===== src/rtl/mips_pkg.sv =====
// Shared MIPS constants: instruction field positions, opcodes,
// NOP encoding and the IF/ID skid-stage state type.
package mips_pkg;
  localparam int OP_HI  = 31;
  localparam int OP_LO  = 26;
  localparam int RS_HI  = 25;
  localparam int RS_LO  = 21;
  localparam int RT_HI  = 20;
  localparam int RT_LO  = 16;
  localparam int RD_HI  = 15;
  localparam int RD_LO  = 11;
  localparam int IMM_HI = 15;
  localparam int IMM_LO = 0;
  localparam int TGT_HI = 25;
  localparam int TGT_LO = 0;

  localparam logic [5:0] OPCODE_RTYPE = 6'h00;
  localparam logic [5:0] OPCODE_J     = 6'h02;
  localparam logic [5:0] OPCODE_BEQ   = 6'h04;
  localparam logic [5:0] OPCODE_LW    = 6'h23;
  localparam logic [5:0] OPCODE_SW    = 6'h2b;

  localparam logic [31:0] NOP_INSTR_DEF = 32'h0000_0000;

  typedef enum logic [1:0] {
    EMPTY,
    ONE,
    TWO
  } skid_state_e;
endpackage


===== src/rtl/if_id_skid_stage_if.sv =====
// Valid/ready word bus between fetch and decode.
// master drives the word; slave returns ready.
interface if_id_skid_stage_if #(
  parameter int AW = 32,
  parameter int IW = 32
);
  logic          valid;
  logic          ready;
  logic [IW-1:0] instr;
  logic [AW-1:0] pc;
  logic [AW-1:0] pc_next;

  modport master (
    output valid, instr, pc, pc_next,
    input  ready
  );
  modport slave (
    input  valid, instr, pc, pc_next,
    output ready
  );
endinterface


===== src/rtl/if_id_slot.sv =====
// One IF/ID storage slot: {instr, pc, pc_next} with
// load enable and synchronous clear.
module if_id_slot #(
  parameter int AW = 32,
  parameter int IW = 32
) (
  input  logic          clk,
  input  logic          rst,
  input  logic          clr,
  input  logic          en,
  input  logic [IW-1:0] d_instr,
  input  logic [AW-1:0] d_pc,
  input  logic [AW-1:0] d_pc_next,
  output logic [IW-1:0] q_instr,
  output logic [AW-1:0] q_pc,
  output logic [AW-1:0] q_pc_next
);
  always_ff @(posedge clk) begin
    if (rst || clr) begin
      q_instr   <= '0;
      q_pc      <= '0;
      q_pc_next <= '0;
    end else if (en) begin
      q_instr   <= d_instr;
      q_pc      <= d_pc;
      q_pc_next <= d_pc_next;
    end
  end
endmodule


===== src/rtl/if_id_skid_stage.sv =====
// IF/ID stage with 2-entry skid buffer, flush and
// MIPS field decode of the held instruction.
import mips_pkg::*;

module if_id_skid_stage #(
  parameter int          AW           = 32,
  parameter int          IW           = 32,
  parameter logic [31:0] NOP_INSTR    = NOP_INSTR_DEF,
  parameter bit          CLR_ON_FLUSH = 1'b1
) (
  input  logic                clk,
  input  logic                rst,
  input  logic                flush,
  if_id_skid_stage_if.slave   fetch,
  if_id_skid_stage_if.master  decode,
  output logic [5:0]          opcode,
  output logic [4:0]          rs,
  output logic [4:0]          rt,
  output logic [4:0]          rd,
  output logic [15:0]         imm16,
  output logic [25:0]         target26
);
  skid_state_e state, state_nx;
  logic rdy_q, rdy_nx;
  logic accept, pop, out_valid;
  logic m_ld_in, m_ld_s, m_en, m_clr;
  logic s_ld;

  logic [IW-1:0] m_instr, s_instr, m_d_instr;
  logic [AW-1:0] m_pc, s_pc, m_d_pc;
  logic [AW-1:0] m_pcn, s_pcn, m_d_pcn;
  logic [IW-1:0] instr_o;

  assign out_valid = (state != EMPTY);
  assign accept    = fetch.valid & rdy_q;
  assign pop       = out_valid & decode.ready;

  always_ff @(posedge clk) begin
    if (rst) begin
      state <= EMPTY;
      rdy_q <= 1'b1;
    end else begin
      state <= state_nx;
      rdy_q <= rdy_nx;
    end
  end

  always_comb begin
    state_nx = state;
    m_ld_in  = 1'b0;
    m_ld_s   = 1'b0;
    s_ld     = 1'b0;
    if (flush) begin
      state_nx = EMPTY;
    end else begin
      unique case (state)
        EMPTY: begin
          if (accept) begin
            state_nx = ONE;
            m_ld_in  = 1'b1;
          end
        end
        ONE: begin
          if (accept && pop) begin
            m_ld_in = 1'b1;
          end else if (accept) begin
            state_nx = TWO;
            s_ld     = 1'b1;
          end else if (pop) begin
            state_nx = EMPTY;
          end
        end
        TWO: begin
          if (pop) begin
            state_nx = ONE;
            m_ld_s   = 1'b1;
          end
        end
        default: state_nx = EMPTY;
      endcase
    end
  end

  // ready mirrors "skid slot will be free next cycle"
  assign rdy_nx = (state_nx != TWO);

  assign m_en      = m_ld_in | m_ld_s;
  assign m_clr     = flush & CLR_ON_FLUSH;
  assign m_d_instr = m_ld_s ? s_instr : fetch.instr;
  assign m_d_pc    = m_ld_s ? s_pc    : fetch.pc;
  assign m_d_pcn   = m_ld_s ? s_pcn   : fetch.pc_next;

  if_id_slot #(.AW(AW), .IW(IW)) u_m (
    .clk       (clk),
    .rst       (rst),
    .clr       (m_clr),
    .en        (m_en),
    .d_instr   (m_d_instr),
    .d_pc      (m_d_pc),
    .d_pc_next (m_d_pcn),
    .q_instr   (m_instr),
    .q_pc      (m_pc),
    .q_pc_next (m_pcn)
  );

  if_id_slot #(.AW(AW), .IW(IW)) u_s (
    .clk       (clk),
    .rst       (rst),
    .clr       (flush),
    .en        (s_ld),
    .d_instr   (fetch.instr),
    .d_pc      (fetch.pc),
    .d_pc_next (fetch.pc_next),
    .q_instr   (s_instr),
    .q_pc      (s_pc),
    .q_pc_next (s_pcn)
  );

  assign instr_o = out_valid ? m_instr : NOP_INSTR[IW-1:0];

  assign fetch.ready    = rdy_q;
  assign decode.valid   = out_valid;
  assign decode.instr   = instr_o;
  assign decode.pc      = m_pc;
  assign decode.pc_next = m_pcn;

  assign opcode   = instr_o[OP_HI:OP_LO];
  assign rs       = instr_o[RS_HI:RS_LO];
  assign rt       = instr_o[RT_HI:RT_LO];
  assign rd       = instr_o[RD_HI:RD_LO];
  assign imm16    = instr_o[IMM_HI:IMM_LO];
  assign target26 = instr_o[TGT_HI:TGT_LO];
endmodule


===== src/flat_wrapper.sv =====
// flat-port wrapper written by rule: the top's interface ports become plain ports
module if_id_skid_stage_flat 
#(
  parameter int          AW           = 32,
  parameter int          IW           = 32,
  parameter logic [31:0] NOP_INSTR    = NOP_INSTR_DEF,
  parameter bit          CLR_ON_FLUSH = 1'b1
)
  (clk, rst, flush, opcode, rs, rt, rd, imm16, target26, fetch_valid, fetch_instr, fetch_pc, fetch_pc_next, fetch_ready, decode_valid, decode_instr, decode_pc, decode_pc_next, decode_ready);
  if_id_skid_stage_if #(.AW(AW), .IW(IW)) fetch_i ();
  if_id_skid_stage_if #(.AW(AW), .IW(IW)) decode_i ();
  input  logic clk;
  input  logic rst;
  input  logic flush;
  output logic [5:0] opcode;
  output logic [4:0] rs;
  output logic [4:0] rt;
  output logic [4:0] rd;
  output logic [15:0] imm16;
  output logic [25:0] target26;
  input wire logic [$bits(fetch_i.valid)-1:0] fetch_valid;
  input wire logic [$bits(fetch_i.instr)-1:0] fetch_instr;
  input wire logic [$bits(fetch_i.pc)-1:0] fetch_pc;
  input wire logic [$bits(fetch_i.pc_next)-1:0] fetch_pc_next;
  output wire logic [$bits(fetch_i.ready)-1:0] fetch_ready;
  output wire logic [$bits(decode_i.valid)-1:0] decode_valid;
  output wire logic [$bits(decode_i.instr)-1:0] decode_instr;
  output wire logic [$bits(decode_i.pc)-1:0] decode_pc;
  output wire logic [$bits(decode_i.pc_next)-1:0] decode_pc_next;
  input wire logic [$bits(decode_i.ready)-1:0] decode_ready;
  assign fetch_i.valid = fetch_valid;
  assign fetch_i.instr = fetch_instr;
  assign fetch_i.pc = fetch_pc;
  assign fetch_i.pc_next = fetch_pc_next;
  assign fetch_ready = fetch_i.ready;
  assign decode_valid = decode_i.valid;
  assign decode_instr = decode_i.instr;
  assign decode_pc = decode_i.pc;
  assign decode_pc_next = decode_i.pc_next;
  assign decode_i.ready = decode_ready;
  if_id_skid_stage #(.AW(AW), .IW(IW), .NOP_INSTR(NOP_INSTR), .CLR_ON_FLUSH(CLR_ON_FLUSH)) u_core (.clk(clk), .rst(rst), .flush(flush), .fetch(fetch_i), .decode(decode_i), .opcode(opcode), .rs(rs), .rt(rt), .rd(rd), .imm16(imm16), .target26(target26));
endmodule

===== config.mk =====
export PLATFORM = sky130hd
export DESIGN_NAME = if_id_skid_stage_flat
export DESIGN_NICKNAME = d
export VERILOG_FILES = /design/src/rtl/mips_pkg.sv /design/src/rtl/if_id_skid_stage_if.sv /design/src/rtl/if_id_slot.sv /design/src/rtl/if_id_skid_stage.sv /design/src/flat_wrapper.sv
export SDC_FILE = /design/constraint.sdc
export NUM_CORES = 1
export LEC_CHECK = 0
export ABC_CLOCK_PERIOD_IN_PS = 1980
export CORE_MARGIN = 2
export CORE_UTILIZATION = 35
export DETAILED_ROUTE_END_ITERATION = 6
export GPL_ROUTABILITY_DRIVEN = 0
export PLACE_DENSITY = 0.62
export SETUP_SLACK_MARGIN = 0.4
export SLEW_MARGIN = 20
export SYNTH_ARGS = -nofsm -noshare
export SYNTH_HDL_FRONTEND = slang
export SYNTH_SLANG_ARGS = --single-unit

===== constraint.sdc =====
create_clock -name clk -period 1.98 [get_ports clk]
set_clock_uncertainty 0.05 [all_clocks]
set_input_delay 0.297 -clock clk [delete_from_list [all_inputs] [get_ports clk]]
set_output_delay 0.297 -clock clk [all_outputs]
set_load 0.02 [all_outputs]

* Word-level counts from Yosys, hierarchy flattened
Cells that the tools add are included.
** Word-level totals
- Register bits after elaboration :: 195
- Input bits :: 101
- Output and inout port bits :: 161
- Word-level logic and storage cells :: 39
** Cells by class
- Equality and inequality tests :: 3
- Multiplexer cells :: 21
- Bitwise logic cells :: 3
- Reduce and logical (&&, ||, !) cells :: 4
** Operator list (count)
- $mux W32 :: 4
- $mux W2 :: 6
- $mux W1 :: 9
- $pmux W2 S3 :: 1
- $and A1 B1 Y1 :: 2
- $eq A2 B1 Y1 const B :: 1
- $eq A2 B2 Y1 const B :: 1
- $logic_not A2 Y1 :: 1
- $ne A2 B2 Y1 const B :: 1
- $pmux W1 S2 :: 1
- $reduce_bool A2 Y1 :: 1
- $logic_and A1 B1 Y1 :: 1
- $logic_or A1 B1 Y1 :: 1
- $or A1 B1 Y1 :: 1

* Logic depth before layout (Yosys ltp)
Gate-level depths: netlist (run 1).
- Depth in word-level cells :: 8
- Depth in mapped cells :: 8
- Mapped depth without buffers :: 4

* Modules after synthesis
Synthesis (run 1) repeated with hierarchy kept, for this count alone.
** Second synthesis, totals
- Cell total of the unflattened synthesis :: 845
- Area, all modules :: 9071.2 um2
** Modules (own cells, without submodules)
- if_id_slot :: instances 2, cells an instance 311, area an instance 3415.8 um2, seq. area each 1921.8 um2
- if_id_skid_stage :: instances 1, cells an instance 223, area an instance 2239.6 um2, seq. area each 60.1 um2

* Least setup slack after synthesis (run 1)
OpenSTA, ideal clock, no wires.
- Path kind :: flip-flop to output port
- Start point :: register u_core.state[1]
- End point :: output port rs[1]
- Data arrival time :: 1496 ps
- Data required time :: 1633 ps
- Path slack :: 137 ps
- Cell stages (with the launch flop) :: 7
- Buffers on the path :: 4
- Cells stage by stage :: dfxtp_1 buf_4 or2_1 buf_6 clkbuf_1 and2_1 buf_4
** On the way
- Longest elaborated chain between the ends :: 2
** RTL lines
- start: declaration :: line if_id_skid_stage.sv:23 : skid_state_e state, state_nx;
- start signal: assignment :: line if_id_skid_stage.sv:43 : state <= state_nx;
- $reduce_bool A2 Y1 :: line if_id_skid_stage.sv:34 : assign out_valid = (state != EMPTY);
- named net decode_valid :: line flat_wrapper.sv:26 : output wire logic [$bits(decode_i.valid)-1:0] decode_valid;
- $mux W32 :: line if_id_skid_stage.sv:119 : assign instr_o = out_valid ? m_instr : NOP_INSTR[IW-1:0];
- end: declaration :: line flat_wrapper.sv:16 : output logic [4:0] rs;
The timed path passes the listed nets, and every way through them passes these cells.

* Final worst setup path (run 1)
- Start point :: register u_core.state[1]
- End point :: output port decode_instr[9]
** On the way
- Longest elaborated chain between the ends :: 2
** RTL lines
- $reduce_bool A2 Y1 :: line if_id_skid_stage.sv:34
- $mux W32 :: line if_id_skid_stage.sv:119
- end: declaration :: line flat_wrapper.sv:27 : output wire logic [$bits(decode_i.instr)-1:0] decode_instr;
No other way between the ends.

==> flow_summary_export.csv, run 1 <==
group,metric,value,unit
synthesis,syn-mean-instance-area,8.657,um2
worst_setup_path,reg2reg_depth,9,
floorplan,core,0.02347,mm2
sta,relSlewSlack,73.76,%
worst_setup_path,worst_ep_arrival_time,1.66,ns
synthesis,synth_top_area_cell,"dfxtp_1",
worst_setup_path,rrSetupSlack,0.05,ns
synthesis,synth_top_area_share,46.73,%
finish,layout-drive-gt1-share,42.66,%
sta,fmax,498.4,MHz
flow_run,drv_cap,0,
synthesis,synthCells,965,
floorplan,dieArea,0.02512,mm2
sta,post-route-min-period,2.006,ns
sta,slew_viol_final,0,
synthesis,yosys_register_bits,195,
worst_setup_path,critPathRequiredTime,1.63,ns
outcome,status,"complete, but fails checks",
clock_tree,htreeDepth,4,
route,first_pass_iters,4,
synthesis,netlist_area,0.008354,mm2
worst_setup_path,r2r-start,"u_core.state[1]",
pwr,ir_drop,0.0004639,V
min_path,hold_depth,3,
synthesis,seq_area_frac_synth,46.73,%
pwr,cellLeakagePower,5.476,nW
route,post_drt_wl_per_cell,18.72,um
clock_tree,numCtsBuffers,17,
grt,grt_pass1_vias,6863,
worst_setup_path,worst-path-max-fanout,5,
worst_setup_path,critPathCaptureType,"output pin",
sta,setup_viol_count_final,12,
pwr,power_density,640.6,mW/mm2
floorplan,rows,56,
finish,fillers,1938,
floorplan,io_pins,262,
route,vias,7857,
clock_tree,clockBufferDepth,2,
finish,fin_nets,1321,
route,postRouteAntennaNets,0,
grt,grt_pass1_wl,37.18,mm
placement,port_buffers,261,
finish,seq_area,0.003910,mm2
grt,grt-ovfl-total,0,
finish,multi_input_area,0.004723,mm2
route,drt-initial-drc-count,341,
synthesis,synth_nets,1066,
sta,fin_crit_sh,101.3,%
finish,fin_util,61.08,%
synthesis,synth_cell_types,26,
finish,synthToLayoutAreaGrowth,71.60,%
sta,rsz0062_at_grt,"true",
outcome,violations,"setup timing",
floorplan,fp.dieW,158.5,um
clock_tree,cts.sinks,195,
worst_setup_path,r2r-end,"u_core.u_m.q_instr[13]",
route,post-route-drc-count,0,
clock_tree,clk-insertion-delay-late,0.44,ns
grt,grt_max_degree,54,
route,viasPerCell,5.059,
grt,track_usage,18.94,%
sta,setup_tns,-0.1845,ns
worst_setup_path,critPathLaunchType,"register",
worst_setup_path,crit_end,"decode_instr[9]",
min_path,hold_path_class,"in2reg",
floorplan,start_util,35.59,%
worst_setup_path,critPathKind,"reg2out",
clock_tree,clockRootBuffer,"clkbuf_16",
sta,worst_slack,-0.02631,ns
placement,dpl.hpwl,14.94,mm
worst_setup_path,critPathLaunch,"u_core.state[1]",
sta,hold_violations,0,
grt,antenna_found_initial,2,
clock_tree,cts_tree,"yes",
sta,max_slew.worst_pin.slew,0.3936,ns
synthesis,ys_warn_count,0,
synthesis,ys_top_cells_by_area,"dfxtp_1 47%, mux2i_1 12%, a21oi_1 12%",
floorplan,die_h,158.5,um
route,routed_wl,29.07,mm
clock_tree,clk_pin_slew,0.08,ns
-- where the power goes --
part	switching [mW]	leakage, nW	total (mW)	internal, mW
sequential	0.0798	1.59	4.11	4.03
combinational	0.808	3.62	1.68	0.872
clock	1.70	0.272	3.39	1.69
total	2.59	5.48	9.18	6.60
-- state kept, by name, indices dropped and copies added (netlist names) --
signal / cells
u_core.u_m.q_pc_next: 32
u_core.u_m.q_instr: 32
u_core.u_m.q_pc: 32
u_core.fetch.ready: 1
u_core.u_s.q_pc_next: 32
u_core.u_s.q_instr: 32
u_core.state: 2
u_core.u_s.q_pc: 32
-- layout make-up --
class	instances	share of cell area (%)
repair buffers	376	33.07
multi-input cells	630	32.95
flip-flops and latches	195	27.27
clock buffers	19	3.090
well taps	319	2.784
clock inverters	13	0.8204
diodes	1	0.01746
-- through the flow --
stage / instance area (um2) / setup WS [ns] / hold slack (ns) / power [mW] / instances
5_1_grt: 14330 / -0.07061 / 0.3919 / 9.520 / 1552
4_1_cts: 12120 / -0.02555 / 0.3625 / 8.842 / 1507
2_1_floorplan: 8477 / 0.3535 / 0.3263 / 4.728 / 965
3_5_place_dp: 11230 / -0.08497 / 0.3938 / 5.319 / 1452
6_report: 14340 / -0.02631 / 0.3741 / 9.184 / 1553
3_3_place_gp: 11230 / -0.06763 / 0.3870 / 5.307 / 1452
-- repair_timing --
| item | CTS | global route |
|---|---|---|
| pin swaps | 11 | 88 |
| gates resized for setup | 605 | 391 |
| hold buffers | 0 | 0 |
| cloned | 12 | 35 |
| endpoints found under the setup margin | 352 | 288 |
| setup buffers | 11 | 10 |
-- cells in the mapped netlist --
| library cell | n |
|---|---|
| dfxtp_1 | 195 |
| a21oi_1 | 193 |
| nand2_1 | 182 |
| mux2i_1 | 97 |
| o21ai_1 | 79 |
| buf_4 | 68 |
| clkbuf_1 | 35 |
| and2_1 | 32 |
| buf_2 | 21 |
| buf_6 | 18 |
| o21ai_0 | 18 |
| nand2_2 | 11 |
| nand2b_1 | 2 |
| nor2_1 | 2 |
| and4bb_2 | 1 |
| nand3_1 | 1 |
| nand3b_1 | 1 |
| nand4b_1 | 1 |
| nor3_1 | 1 |
| nor4_4 | 1 |
| o211ai_2 | 1 |
| o21a_1 | 1 |
| or2_1 | 1 |
| or2_2 | 1 |
| or3_1 | 1 |
| or4_1 | 1 |
-- logic make-up (layout without fill, tap and decap cells) --
kind of cell	after synthesis	count (layout)	share of synthesized area (%)
buffers and inverters	142	408	11.37
flip-flops	195	195	46.73
AO/OA/AOI/OAI	292	292	17.61
AND/OR/NAND/NOR	239	241	12.67
other	0	1	0
multiplexers	97	97	11.62
-- routing by layer --
| layer | GRT usage (%) | wire, um | vias up | share of wire [%] |
|---|---|---|---|---|
| met1 | 24.02 | 12130 | 3858 | 42 |
| li1 | - | - | 3757 | - |
| met2 | 32.65 | 15200 | 215 | 52 |
| met4 | 5.405 | 294 | 2 | 1.0 |
| met5 | 0 | 13 | - | 0.045 |
| met3 | 3.865 | 1422 | 25 | 4.9 |
-- critical path, stage by stage (launching register included) --
cell,delay (ns)
dfxtp_2,0.32
or2_4,0.30
buf_12,0.16
buf_16,0.13
and2_4,0.17
buf_6,0.13
-- how the worst min path moves through the flow --
stage | startpoint | endpoint | slack (ns)
after floorplan | decode_ready | u_core.state[1] | 0.33
after global placement | u_core.u_s.q_pc[28] | u_core.u_s.q_pc[28] | 0.39
after detailed placement | u_core.u_s.q_pc[9] | u_core.u_s.q_pc[9] | 0.39
after CTS | fetch_pc_next[15] | u_core.u_s.q_pc_next[15] | 0.36
after global routing | fetch_pc_next[22] | u_core.u_s.q_pc_next[22] | 0.39
final | fetch_pc_next[15] | u_core.u_s.q_pc_next[15] | 0.37
-- placed cells by master (no fill, tap or decap), types with 2 or more instances in the layout --
cell	netlist	layout
buf_2	21	10
o21ai_1	79	28
buf_8	0	12
or2_4	0	2
a21oi_2	0	103
clkinv_4	0	4
or4_4	0	3
inv_8	0	4
mux2i_1	97	97
o21ai_4	0	5
dfxtp_1	195	192
clkdlybuf4s50_1	0	100
o21ai_2	0	60
nand2_4	0	53
nand2_1	182	122
inv_6	0	2
o21ai_0	18	4
buf_16	0	14
buf_12	0	33
and2_4	0	32
buf_6	18	104
clkinvlp_4	0	2
dlygate4sd2_1	0	65
a21oi_1	193	90
nand2_2	11	18
clkbuf_16	0	42
buf_4	68	13
dfxtp_2	0	2
(Power assumes the default switching activity.)
==> inputs of run 2 (changes only) <==
--- a/config.mk
+++ b/config.mk
@@ -9,7 +9,6 @@
 export CORE_MARGIN = 2
 export CORE_UTILIZATION = 35
 export DETAILED_ROUTE_END_ITERATION = 6
-export GPL_ROUTABILITY_DRIVEN = 0
 export PLACE_DENSITY = 0.62
 export SETUP_SLACK_MARGIN = 0.4
 export SLEW_MARGIN = 20
==> results of run 2 <==
The final DEF is identical to that of run 1; final timing and power are the same.
